==> src/rtl/bp_resolve_unit_pkg.sv <==
// bp_resolve_unit_pkg: prediction record, FSM states and opcodes shared with the IF-side predictor
`ifndef INST_ADDR_WIDTH
`define INST_ADDR_WIDTH 32
`endif
package bp_resolve_unit_pkg;
    localparam int INST_AW = `INST_ADDR_WIDTH;
    localparam logic [6:0] OPC_BRANCH = 7'b1100011;
    localparam logic [6:0] OPC_JAL    = 7'b1101111;
    localparam logic [6:0] OPC_JALR   = 7'b1100111;
    typedef enum logic {
        ST_RUN   = 1'b0,
        ST_FLUSH = 1'b1
    } bp_state_e;
    typedef struct packed {
        logic [INST_AW-1:0] pc;
        logic               is_branch;
        logic               taken;
        logic [INST_AW-1:0] target;
    } bp_pred_rec_t;
    function automatic logic [INST_AW-1:0] seq_pc(input logic [INST_AW-1:0] pc);
        return pc + INST_AW'(4);
    endfunction
endpackage

==> src/rtl/bp_resolve_unit_fifo.sv <==
// bp_pred_fifo: power-of-two circular buffer with push/pop/clear; caller never pushes full or pops empty
module bp_pred_fifo #(
    parameter int DEPTH = 4,
    parameter int W     = 8
) (
    input  logic                   clk,
    input  logic                   rst_n,
    input  logic                   push_i,
    input  logic                   pop_i,
    input  logic                   clear_i,
    input  logic [W-1:0]           wdata_i,
    output logic [W-1:0]           rdata_o,
    output logic [$clog2(DEPTH):0] count_o
);
    localparam int PW = $clog2(DEPTH);
    logic [W-1:0]  mem_q [DEPTH];
    logic [PW-1:0] head_q, tail_q;
    logic [PW:0]   count_q;
    always_ff @(posedge clk or negedge rst_n) begin
        if (!rst_n) begin
            head_q  <= '0;
            tail_q  <= '0;
            count_q <= '0;
        end else if (clear_i) begin
            head_q  <= tail_q;
            count_q <= '0;
        end else begin
            head_q  <= head_q + PW'(pop_i);
            tail_q  <= tail_q + PW'(push_i);
            count_q <= count_q + (PW+1)'(push_i) - (PW+1)'(pop_i);
        end
    end
    always_ff @(posedge clk) begin
        if (push_i && !clear_i) mem_q[tail_q] <= wdata_i;
    end
    assign rdata_o = mem_q[head_q];
    assign count_o = count_q;
endmodule

==> src/rtl/bp_resolve_unit.sv <==
// bp_resolve_unit: in-order branch resolution, flush/redirect and BHT update; BP_RESOLVE_STATS_EN adds counters
module bp_resolve_unit
    import bp_resolve_unit_pkg::*;
#(
    parameter int DEPTH = 4,
    parameter int AW    = INST_AW
) (
    input  logic                   clk,
    input  logic                   rst_n,
    input  logic                   pred_valid_i,
    output logic                   pred_ready_o,
    input  logic [AW-1:0]          pred_pc_i,
    input  logic                   pred_is_branch_i,
    input  logic                   pred_taken_i,
    input  logic [AW-1:0]          pred_target_i,
    input  logic                   res_valid_i,
    input  logic [AW-1:0]          res_pc_i,
    input  logic                   res_taken_i,
    input  logic [AW-1:0]          res_target_i,
    output logic                   flush_o,
    output logic [AW-1:0]          redirect_pc_o,
    output logic                   update_valid_o,
    output logic [AW-1:0]          update_pc_o,
    output logic                   real_taken_o,
    output logic                   err_o,
    output logic [$clog2(DEPTH):0] occupancy_o
`ifdef BP_RESOLVE_STATS_EN
    ,
    output logic [31:0]            stat_resolved_o,
    output logic [31:0]            stat_mispred_o
`endif
);
    localparam int CW = $clog2(DEPTH) + 1;
    bp_state_e    state_q, state_d;
    bp_pred_rec_t head, wrec;
    logic [CW-1:0] count;
    logic          resolve, empty, seq_err, mispred, flush_d, push, pop, upd_d;
    logic [AW-1:0] correct_pc;
    logic          flush_q, upd_q, real_taken_q, err_q;
    logic [AW-1:0] redirect_q, upd_pc_q;

    assign wrec = '{pc: pred_pc_i, is_branch: pred_is_branch_i, taken: pred_taken_i, target: pred_target_i};
    assign empty        = count == '0;
    assign pred_ready_o = (state_q == ST_RUN) && (count != CW'(DEPTH));
    assign resolve      = (state_q == ST_RUN) && res_valid_i;
    assign seq_err      = resolve && (empty || res_pc_i != head.pc);
    assign mispred      = resolve && !empty &&
                          (head.taken != res_taken_i || (res_taken_i && head.target != res_target_i));
    assign flush_d      = seq_err || mispred;
    // a push landing in the same cycle as a flush is wrong-path and dropped by clear
    assign push         = pred_valid_i && pred_ready_o;
    assign pop          = resolve && !empty;
    assign upd_d        = resolve && !seq_err && head.is_branch;
    assign correct_pc   = res_taken_i ? res_target_i : seq_pc(res_pc_i);

    bp_pred_fifo #(.DEPTH(DEPTH), .W($bits(bp_pred_rec_t))) u_fifo (
        .clk     (clk),
        .rst_n   (rst_n),
        .push_i  (push),
        .pop_i   (pop),
        .clear_i (flush_d),
        .wdata_i (wrec),
        .rdata_o (head),
        .count_o (count)
    );

    always_comb begin
        state_d = ST_RUN;
        if (state_q == ST_RUN && flush_d) state_d = ST_FLUSH;
    end

    always_ff @(posedge clk or negedge rst_n) begin
        if (!rst_n) begin
            state_q      <= ST_RUN;
            flush_q      <= 1'b0;
            redirect_q   <= '0;
            upd_q        <= 1'b0;
            upd_pc_q     <= '0;
            real_taken_q <= 1'b0;
            err_q        <= 1'b0;
        end else begin
            state_q      <= state_d;
            flush_q      <= flush_d;
            redirect_q   <= flush_d ? correct_pc : '0;
            upd_q        <= upd_d;
            upd_pc_q     <= upd_d ? head.pc : '0;
            real_taken_q <= upd_d && res_taken_i;
            err_q        <= err_q || seq_err;
        end
    end

    assign flush_o        = flush_q;
    assign redirect_pc_o  = redirect_q;
    assign update_valid_o = upd_q;
    assign update_pc_o    = upd_pc_q;
    assign real_taken_o   = real_taken_q;
    assign err_o          = err_q;
    assign occupancy_o    = count;

`ifdef BP_RESOLVE_STATS_EN
    logic [31:0] res_cnt_q, mis_cnt_q;
    always_ff @(posedge clk or negedge rst_n) begin
        if (!rst_n) begin
            res_cnt_q <= '0;
            mis_cnt_q <= '0;
        end else begin
            if (resolve && res_cnt_q != '1) res_cnt_q <= res_cnt_q + 32'd1;
            if (flush_d && mis_cnt_q != '1) mis_cnt_q <= mis_cnt_q + 32'd1;
        end
    end
    assign stat_resolved_o = res_cnt_q;
    assign stat_mispred_o  = mis_cnt_q;
`endif
endmodule

==> config.mk <==
export PLATFORM = sky130hd
export DESIGN_NAME = bp_resolve_unit
export DESIGN_NICKNAME = d
export VERILOG_FILES = /design/src/rtl/bp_resolve_unit_pkg.sv /design/src/rtl/bp_resolve_unit_fifo.sv /design/src/rtl/bp_resolve_unit.sv
export SDC_FILE = /design/constraint.sdc
export NUM_CORES = 1
export LEC_CHECK = 0
export ABC_AREA = 1
export CORE_MARGIN = 5
export CORE_UTILIZATION = 50
export DETAILED_ROUTE_END_ITERATION = 8
export PLACE_DENSITY = 0.76
export SLEW_MARGIN = 20
export SYNTH_ARGS = -nofsm -noshare
export SYNTH_HDL_FRONTEND = slang
export SYNTH_HIERARCHICAL = 1
export SYNTH_SLANG_ARGS = --single-unit
==> constraint.sdc <==
create_clock -name clk -period 7.2 [get_ports clk]
set_input_delay 1.08 -clock clk [delete_from_list [all_inputs] [get_ports clk]]
set_output_delay 1.08 -clock clk [all_outputs]
set_load 0.01 [all_outputs]
Yosys cells after proc, flatten, opt, wreduce, memory -nomap -nowiden
Memory sizes are Yosys's and may differ from the RTL's.
Cells that the tools add are included.
W data, S select, Z words.
{"block": "word_totals", "reg_bits": 76, "ramBits": 264, "in_bits": 135, "wordCells": 49, "n_memories": 1}
{"memory": "u_fifo.mem_q", "words": 4, "word_bits": 66, "rd": 1, "rd_ports_with_merged_regs": 0, "write_ports": 1, "line": "bp_resolve_unit_fifo.sv:16", "rtl": "logic [W-1:0] mem_q [DEPTH];"}
{"block": "classes", "add_sub_neg": 5, "eq_ne": 4, "muxes": 8, "n_bitwise": 1, "n_reduce_logical": 20}
{"operator": "$mux W32", "n": 3}
{"operator": "$ne A32 B32 Y1", "n": 2}
{"operator": "$add A32 B3 Y32 const B", "n": 1}
{"operator": "$logic_and A1 B1 Y1", "n": 12}
{"operator": "$add A2 B1 Y2", "n": 2}
{"operator": "$logic_or A1 B1 Y1", "n": 4}
{"operator": "$add A3 B1 Y3", "n": 1}
{"operator": "$logic_not A1 Y1", "n": 3}
{"operator": "$logic_not A3 Y1", "n": 1}
{"operator": "$mux W1", "n": 3}
{"operator": "$mux W3", "n": 1}
{"operator": "$ne A3 B3 Y1 const B", "n": 1}
{"operator": "$sub A3 B1 Y3", "n": 1}
{"operator": "$mux W2", "n": 1}
{"operator": "$ne A1 B1 Y1", "n": 1}
{"operator": "$not A1 Y1", "n": 1}

Depth between registers and ports, before layout
Gate-level depths: netlist of run 1.
An unclocked memory read counts as a cell.
{"block": "logic_depth", "word_depth": 10, "depth_mapped": 20}

Modules after synthesis
Netlist of run 1, hierarchy kept.
{"module": "bp_pred_fifo", "instances": 1, "cells_each": 817, "area_per_inst_um2": 10741.6, "seq_area_each_um2": 8102.8}
{"module": "bp_resolve_unit", "instances": 1, "cells_each": 719, "area_per_inst_um2": 4749.6, "seq_area_each_um2": 1726.7}

Worst setup path after synthesis of run 1
OpenSTA, ideal clock, no wires.
{"block": "synth_timing", "kind": "input to register", "startpoint": "input port res_taken_i", "endpoint": "memory u_fifo/mem_q[2][0] (netlist bit) (enable)", "arrival_time_ns": 6.920, "slack_ns": -0.291, "stages": 14, "path_buffers": 2, "cell_sequence": "buf_2 > nand2_1 > nor2_1 > nand3b_1 > nor2_1 > nand2_1 > nor2_1 > nand2_1 > nand2_1 > buf_2 > nand2_1 > inv_1 > nand2_1 > nor3_1"}
{"block": "synth_via", "elab_chain_len": 8, "elab_cells_between_ends": 9}
{"element": "start: declaration", "line": "bp_resolve_unit.sv:18", "rtl": "input logic res_taken_i,"}
{"element": "$ne A1 B1 Y1 / $logic_and A1 B1 Y1 (equally long branches)", "line": "bp_resolve_unit.sv:48", "rtl": "(head.taken != res_taken_i || (res_taken_i && head.target != res_target_i));"}
{"element": "$logic_or A1 B1 Y1 *", "line": "bp_resolve_unit.sv:48"}
{"element": "$logic_and A1 B1 Y1 *", "line": "bp_resolve_unit.sv:47", "rtl": "assign mispred = resolve && !empty &&"}
{"element": "$logic_or A1 B1 Y1 *", "line": "bp_resolve_unit.sv:49", "rtl": "assign flush_d = seq_err || mispred;"}
{"element": "via flush_d", "line": "bp_resolve_unit.sv:37", "rtl": "logic resolve, empty, seq_err, mispred, flush_d, push, pop, upd_d;"}
{"element": "$logic_not A1 Y1 *", "line": "bp_resolve_unit_fifo.sv:34", "rtl": "if (push_i && !clear_i) mem_q[tail_q] <= wdata_i;"}
{"element": "$logic_and A1 B1 Y1 *", "line": "bp_resolve_unit_fifo.sv:34"}
{"element": "$mux W1 *", "line": "bp_resolve_unit_fifo.sv:34"}
{"element": "$mux W1 (implied by the code) *", "line": "bp_resolve_unit_fifo.sv:34"}
{"element": "end: declaration", "line": "bp_resolve_unit_fifo.sv:16"}
The timed path passes the listed nets; every way through them passes the cells marked *.

==> summary.md, run 1 <==
| Metric | Value |
|---|---|
| Count of instances resized after the clock tree is built | 0 |
| Row cnt | 64 |
| Clock Path Buffers | 3 |
| Mux contribution to synthesized area | 0.4523% |
| Gate count after technology mapping | 1536 |
| Global-route wire length before repair | 61.25 mm |
| Clock transition at the registers of the reported paths | 0.06 ns |
| Critical Path RT | 7.33 ns |
| Leakage component of the power | 7.877 nW |
| Largest voltage drop on the vdd net | 0.0002135 V |
| Setup repair after global routing missed its margin | no |
| Simple-gate share of the synthesized area | 15.08% |
| CTS tree | yes |
| H-tree depth | 2 |
| Slew of the pin with the lowest slew margin | 1.083 ns |
| Path type of the worst min-delay path | reg -> reg |
| Final Setup Violations | 0 |
| Vias in the first global route | 10928 |
| Number of distinct library cell variants in the gate-level netlist after synthesis | 35 |
| Mapped Area | 15490 um2 |
| Number of antenna violations at the first check in global routing | 0 |
| Overall overflow remaining after global route | 0 |
| Detailed-route via count | 11430 |
| Global-route usage over all layers | 23.33% |
| Maximum operating frequency | 202.9 MHz |
| Final nets | 1871 |
| Worst slack on hold paths | 0.4662 ns |
| Clock period minus final worst setup slack | 4.928 ns |
| Post-route ant nets | 0 |
| Proportion of netlist area held by the largest area contributor | 51.18% |
| Final RePlAce weighted congestion | 0.9674 |
| Startpoint type of the worst setup path | flip-flop |
| Setup crit end kind | flip-flop |
| Commonest non-fill, non-tap cells in the layout | 362 x nand2_1, 264 x edfxtp_1, 252 x inv_1 |
| Number of pins with negative max-slew slack in the final report | 0 |
| Layout cells sized above 1 | 6.606% |
| Adder-cell share of the synthesized area | 0.5331% |
| Max-slew headroom | 27.68% |
| Clock Sink Count | 340 |
| Data arrival time of the critical path | 5.06 ns |
| Total wirelength of the detailed-routed design | 41.30 mm |
| Chip height | 186.0 um |
| Max-cap violations | 0 |
| Number of port buffers | 206 |
| Number of hold buffers added after CTS | 0 |
| Clock Root Buffer | clkbuf_16 |
| Final count of hold timing violations | 0 |
| Flop and latch count out of synthesis | 340 |
| Routed wire per std cell | 19.19 um |
| Category of the critical setup timing path | reg -> reg |
| Final core occ | 61.83% |
| Area of the core | 30590 um2 |
| Clk_lat worst skew | 0.52 ns |
| Largest fanout on the critical path | 196 |
| Top post-synthesis cells by area | edfxtp_1 51%, dfrtp_1 12%, nand2_1 8.8% |
| Commonest non-fill, non-tap cell in the layout | nand2_1 |
| Share of the synthesized netlist area taken by xor and xnor gates | 1.922% |
| Post-detail-place hpwl | 29.09 mm |
| Horizontal extent of the die | 186.0 um |
| Detailed-router iteration count before antenna repair | 6 |
| Post-synthesis area per instance | 10.09 um2 |
| Fraction of the mapped netlist area in compound gates | 9.959% |
| Clock skew | 0.01483 ns |
| Dominant combinational cell family by area after synthesis | simple AND/OR/NAND/NOR gates |
| DRC violation count after routing | 0 |
| Setup Total Neg Slack | 0 ns |
| Number of buffers inserted during clock tree synthesis | 35 |
| Run status | complete, no violations |
| Cell taking the most area after synthesis | edfxtp_1 |
| Starting density of the core | 50.64% |
| Via/cell ratio | 5.311 |
| First-iteration detailed-routing DRC count | 1417 |
| Die area | 34600 um2 |
| Pwr/cell area | 328.7 nW/um2 |
| Synth Warn # | 6 |
| Layout-stage area growth over the synthesis result | 22.10% |
| Seq/Total Area, Yosys | 63.45% |
| Net count of the mapped netlist | 1677 |
| Post-CTS setup repair buffer count | 0 |
| Largest net degree at the start of global routing | 197 |
| Antenna cell count | 0 |
| Number of top-level pins | 207 |
| Final period utilization | 68.44% |
power breakdown:
part	switching (mW)	internal (mW)
clock	0.725	1.02
combinational	1.25	0.677
sequential	0.181	2.36
final timing paths:
kind,from,endpoint,slack (ns),cells after the start
min in group asynchronous,rst_n,update_pc_o[12]$_DFF_PN0_,0.60,1
hold reg to reg,err_o$_DFF_PN0_,err_o$_DFF_PN0_,0.47,2
setup / recovery,u_fifo/head_q[0]$_DFF_PN0_,u_fifo/mem_q[2][62]$_DFFE_PP_,2.27,16
max in group asynchronous,rst_n,u_fifo/head_q[1]$_DFF_PN0_,6.04,1
setup reg to reg,u_fifo/head_q[0]$_DFF_PN0_,u_fifo/mem_q[2][62]$_DFFE_PP_,2.27,16
hold / removal,err_o$_DFF_PN0_,err_o$_DFF_PN0_,0.47,2
worst max-delay path, stage by stage, from the launching register on:
cell and delay (ns):
dfrtp_4 0.86, buf_12 0.50, nand2_1 0.14, o211ai_1 0.13
nand2_1 0.13, inv_1 0.18, nor2_1 0.07, nor3_1 0.21
nand2_1 0.08, nor2_1 0.09, nand3_1 0.13, nand2_1 0.11
nand2_1 0.14, inv_1 0.21, nand2_1 0.19, nor3_2 0.18
buf_4 0.73
per-layer routing:
layer  up-vias  global-route usage (%)  part of all wire, %
met3        74                   4.221                  8.9
met1      5418                   32.61                   41
met2       512                   37.85                   47
met4         0                   6.733                  2.5
li1       5426                       -                    -
met5         -                       0                    0
cells by family after synthesis:
logic type / count (synthesis)
buffers and inverters: 314
adders and majority gates: 6
AOI/OAI and AO/OA: 272
muxes: 7
xor gates and xnor gates: 34
and+or+nand+nor: 563
DFF: 340
cell usage after synthesis:
master / count
o211ai_1: 66
buf_4: 7
nand3_2: 1
nand3_1: 25
o22ai_1: 7
nand2_1: 362
nor3b_1: 2
or2_2: 9
inv_2: 2
nor3_1: 12
xor2_1: 18
edfxtp_1: 264
a31oi_1: 2
buf_2: 36
nor2_2: 32
a21boi_0: 1
buf_6: 11
fa_1: 1
xnor2_1: 16
a22oi_1: 1
o21ai_1: 27
mux2i_1: 7
nand4_1: 8
nor2_1: 102
and2_1: 1
o21ai_0: 62
and3_1: 1
a21oi_1: 106
nand3b_1: 7
buf_1: 2
inv_1: 252
nor3b_2: 1
clkbuf_1: 4
ha_1: 5
dfrtp_1: 76
flip-flops by register name, indices dropped and copies added, names as in the netlist, 2 cells and up:
signal          cells
u_fifo/tail_q       2
u_fifo/head_q       2
u_fifo/count_o      3
u_fifo/mem_q      264
redirect_pc_o      32
update_pc_o        32
through the flow:
step	power [mW]	setup WS (ns)	cell area (um2)	cells
2_1_floorplan	3.888	-0.2913	15490	1536
4_1_cts	6.228	2.410	18910	2152
3_3_place_gp	4.427	2.609	17790	2089
5_1_grt	6.559	1.888	18910	2152
3_5_place_dp	4.475	2.438	17790	2089
6_report	6.216	2.272	18910	2152
area by class of cell:
type,instances,area [um2]
clock buffers,50,1015
clock inverters,13,106.4
fillers,2451,11670
inverters,254,953.4
multi-input cells,882,4349
flip-flops and latches,340,9837
well taps,396,495.5
repair buffers,217,2158
Power figures use the tool's default switching activity.
==> run 2, diff against run 1 <==
--- a/config.mk
+++ b/config.mk
@@ -7,9 +7,9 @@
 export LEC_CHECK = 0
 export ABC_AREA = 1
 export CORE_MARGIN = 5
-export CORE_UTILIZATION = 50
+export CORE_UTILIZATION = 55
 export DETAILED_ROUTE_END_ITERATION = 8
-export PLACE_DENSITY = 0.76
+export PLACE_DENSITY = 0.8
 export SLEW_MARGIN = 20
 export SYNTH_ARGS = -nofsm -noshare
 export SYNTH_HDL_FRONTEND = slang
==> constraint.sdc (replaced) <==
create_clock -name clk -period 5.1 [get_ports clk]
set_input_delay 0.765 -clock clk [delete_from_list [all_inputs] [get_ports clk]]
set_output_delay 0.765 -clock clk [all_outputs]
set_load 0.01 [all_outputs]
==> summary.md, run 2 (synthesized netlist as in run 1, its figures left out) <==
| Metric | Value |
|---|---|
| Number of pins with negative max-slew slack in the final report | 0 (unchanged) |
| Layout cells sized above 1 | 6.644% (+0.038 points) |
| Global-route usage over all layers | 26.29% (+3.0 points) |
| Global-route wire length before repair | 63.15 mm (+3.1%) |
| Clock Path Buffers | 3 (unchanged) |
| Clock skew | 0.01819 ns (+0.003354 ns) |
| Startpoint type of the worst setup path | flip-flop |
| Path type of the worst min-delay path | in -> async |
| Vias in the first global route | 11094 (+1.5%) |
| Overall overflow remaining after global route | 0 (unchanged) |
| Chain of cells forming the critical path | buf_4 > a21oi_1 > o21ai_0 > nand2_1 > xnor2_1 > nand2_1 > nor2_1 > nand2_1 > nor2_1 > nand3_1 > nand2_1 > nand2_1 > inv_1 > nand2_1 > nor3_4 > buf_4 |
| Filler-free cell count of the finished design | 2140 (-0.56%) |
| Final nets | 1877 (+0.32%) |
| Clock Sink Count | 340 (unchanged) |
| Worst Reg2Reg Path Length in Cells | 16 (unchanged) |
| Clk_lat worst skew | 0.52 ns (about the same) |
| Clock period minus final worst setup slack | 4.310 ns (-0.6180 ns) |
| Largest fanout on the critical path | 62 (-68%) |
| Max-cap violations | 0 (unchanged) |
| Register with the most flip-flops | u_fifo/mem_q |
| Detailed-route via count | 11613 (+1.6%) |
| Data arrival time of the critical path | 4.45 ns (-0.61 ns) |
| First-iteration detailed-routing DRC count | 1479 (+4.4%) |
| Largest net degree at the start of global routing | 111 (-44%) |
| Reg2reg start | u_fifo/head_q[1]$_DFF_PN0_ |
| Critical path buffers and inverters | 3 (-1) |
| Die area | 31620 um2 (-8.6%) |
| Flip-flop count of the largest register, all copies and words added | 264 (unchanged) |
| Multi-input gate area | 4374 um2 (+0.58%) |
| Detailed-router iteration count before antenna repair | 6 (unchanged) |
| Run status | complete, no violations |
| Final RePlAce weighted congestion | 0.9660 (-0.14%) |
| Placed cell count | 2077 (-0.57%) |
| Master of the slowest instance on the critical path | dfrtp_4 |
| Clock transition at the registers of the reported paths | 0.06 ns (about the same) |
| Leakage component of the power | 7.900 nW (+0.29%) |
| Capture instance of the worst register-to-register path | u_fifo/mem_q[2][47]$_DFFE_PP_ |
| Critical Path RT | 5.24 ns (-2.09 ns) |
| Clock Root Buffer | clkbuf_16 |
| Setup repair after global routing missed its margin | no |
| Maximum operating frequency | 232.0 MHz (+14%) |
| Final total power | 8.865 mW (+43%) |
| Total wirelength of the detailed-routed design | 42.17 mm (+2.1%) |
| Post-CTS setup repair buffer count | 0 (unchanged) |
| Pwr/cell area | 467.4 nW/um2 (+42%) |
| Fill count | 2050 (-16%) |
| Horizontal extent of the die | 177.8 um (-4.4%) |
| Final Setup Violations | 0 (unchanged) |
| Category of the critical setup timing path | reg -> reg |
| Commonest non-fill, non-tap cell in the layout | nand2_1 |
| Row cnt | 61 (-4.7%) |
| Total area of sequential cells | 9837 um2 (unchanged) |
| Placed cell areas | 17860 um2 (+0.41%) |
| Slew of the pin with the lowest slew margin | 0.8851 ns (-0.1984 ns) |
| Layout-stage area growth over the synthesis result | 22.45% |
| Area of the core | 27780 um2 (-9.2%) |
| Post-detail-place hpwl | 29.99 mm (+3.1%) |
| Setup crit end kind | flip-flop |
| Largest voltage drop on the vdd net | 0.0003073 V (+44%) |
| Area of all placed cells without fillers | 18970 um2 (+0.28%) |
| CTS tree | yes |
| Number of hold buffers added after CTS | 0 (unchanged) |
| Final period utilization | 84.50% (+16 points) |
| Count of instances resized after the clock tree is built | 0 (unchanged) |
| Chip height | 177.8 um (-4.4%) |
| Post-route ant nets | 0 (unchanged) |
| H-tree depth | 2 (unchanged) |
| DRC violation count after routing | 0 (unchanged) |
| Routed wire per std cell | 19.70 um (+2.7%) |
| Number of top-level pins | 207 (unchanged) |
| Via/cell ratio | 5.427 (+2.2%) |
| Final count of hold timing violations | 0 (unchanged) |
| Starting density of the core | 55.76% (+5.1 points) |
| Number of antenna violations at the first check in global routing | 0 (unchanged) |
| Longest individual stage delay on the worst path | 0.86 ns (about the same) |
| Max-slew headroom | 40.93% (+13 points) |
| Library cell appearing most often on the critical path | nand2_1 |
| Number of buffers inserted during clock tree synthesis | 35 (unchanged) |
| Crit path max-delay family | simple AND/OR/NAND/NOR gates |
| Commonest non-fill, non-tap cells in the layout | 362 x nand2_1, 264 x edfxtp_1, 252 x inv_1 |
| Number of port buffers | 206 (unchanged) |
| Setup slack on the worst flop-to-flop path | 0.79 ns (-1.48 ns) |
==> run 2: cell type report <==
cell class / instances / area share, %
Clock buffer: 53 / 5.323
Sequential cell: 340 / 51.86
Tap cell: 378 / 2.493
Multi-Input combinational cell: 882 / 23.06
Clock inverter: 9 / 0.4749
Timing Repair Buffer: 223 / 11.75
Antenna cell: 1 / 0.01319
Inverter: 254 / 5.026
==> run 2: metal layers <==
| layer | global-route usage, % | share of wire (%) | wire length (um) |
|---|---|---|---|
| met1 | 36.97 | 41 | 17340 |
| met4 | 7.638 | 2.8 | 1162 |
| met5 | 0 | 0 | 0 |
| met3 | 5.241 | 9.4 | 3965 |
| met2 | 42.07 | 47 | 19700 |
==> run 2: how the worst max path moves through the flow <==
stage | start | to | slack, ns | cells past startpoint
finish | u_fifo/head_q[1]$_DFF_PN0_ | u_fifo/mem_q[2][47]$_DFFE_PP_ | 0.79 | 16
global route | u_fifo/head_q[1]$_DFF_PN0_ | u_fifo/mem_q[2][47]$_DFFE_PP_ | 0.48 | 16
CTS | u_fifo/head_q[1]$_DFF_PN0_ | u_fifo/mem_q[2][47]$_DFFE_PP_ | 0.90 | 16
detailed placement | u_fifo/head_q[1]$_DFF_PN0_ | u_fifo/mem_q[2][49]$_DFFE_PP_ | 0.92 | 16
global placement | u_fifo/head_q[1]$_DFF_PN0_ | u_fifo/mem_q[2][45]$_DFFE_PP_ | 1.04 | 18
floorplan | u_fifo/head_q[0]$_DFF_PN0_ | u_fifo/mem_q[0][0]$_DFFE_PP_ | -0.21 | 16
==> run 2: where the power goes <==
part / total, mW / leakage, nW / internal [mW] / switching (mW)
clock network: 2.45 / 0.533 / 1.43 / 1.02
registers: 3.51 / 3.40 / 3.33 / 0.186
logic: 2.90 / 3.96 / 0.993 / 1.91
==> run 2: metrics by stage <==
stage,setup TNS (ns),worst slack (ns),utilization (%),hold WS (ns)
after floorplan,-54.93,-0.2081,-,0.4694
after global placement,0,1.039,64.29,0.4487
after detailed placement,0,0.9187,64.29,0.4532
after CTS,0,0.8967,68.25,0.4467
after global routing,0,0.4804,68.27,0.3525
final,0,0.7904,68.28,0.2944
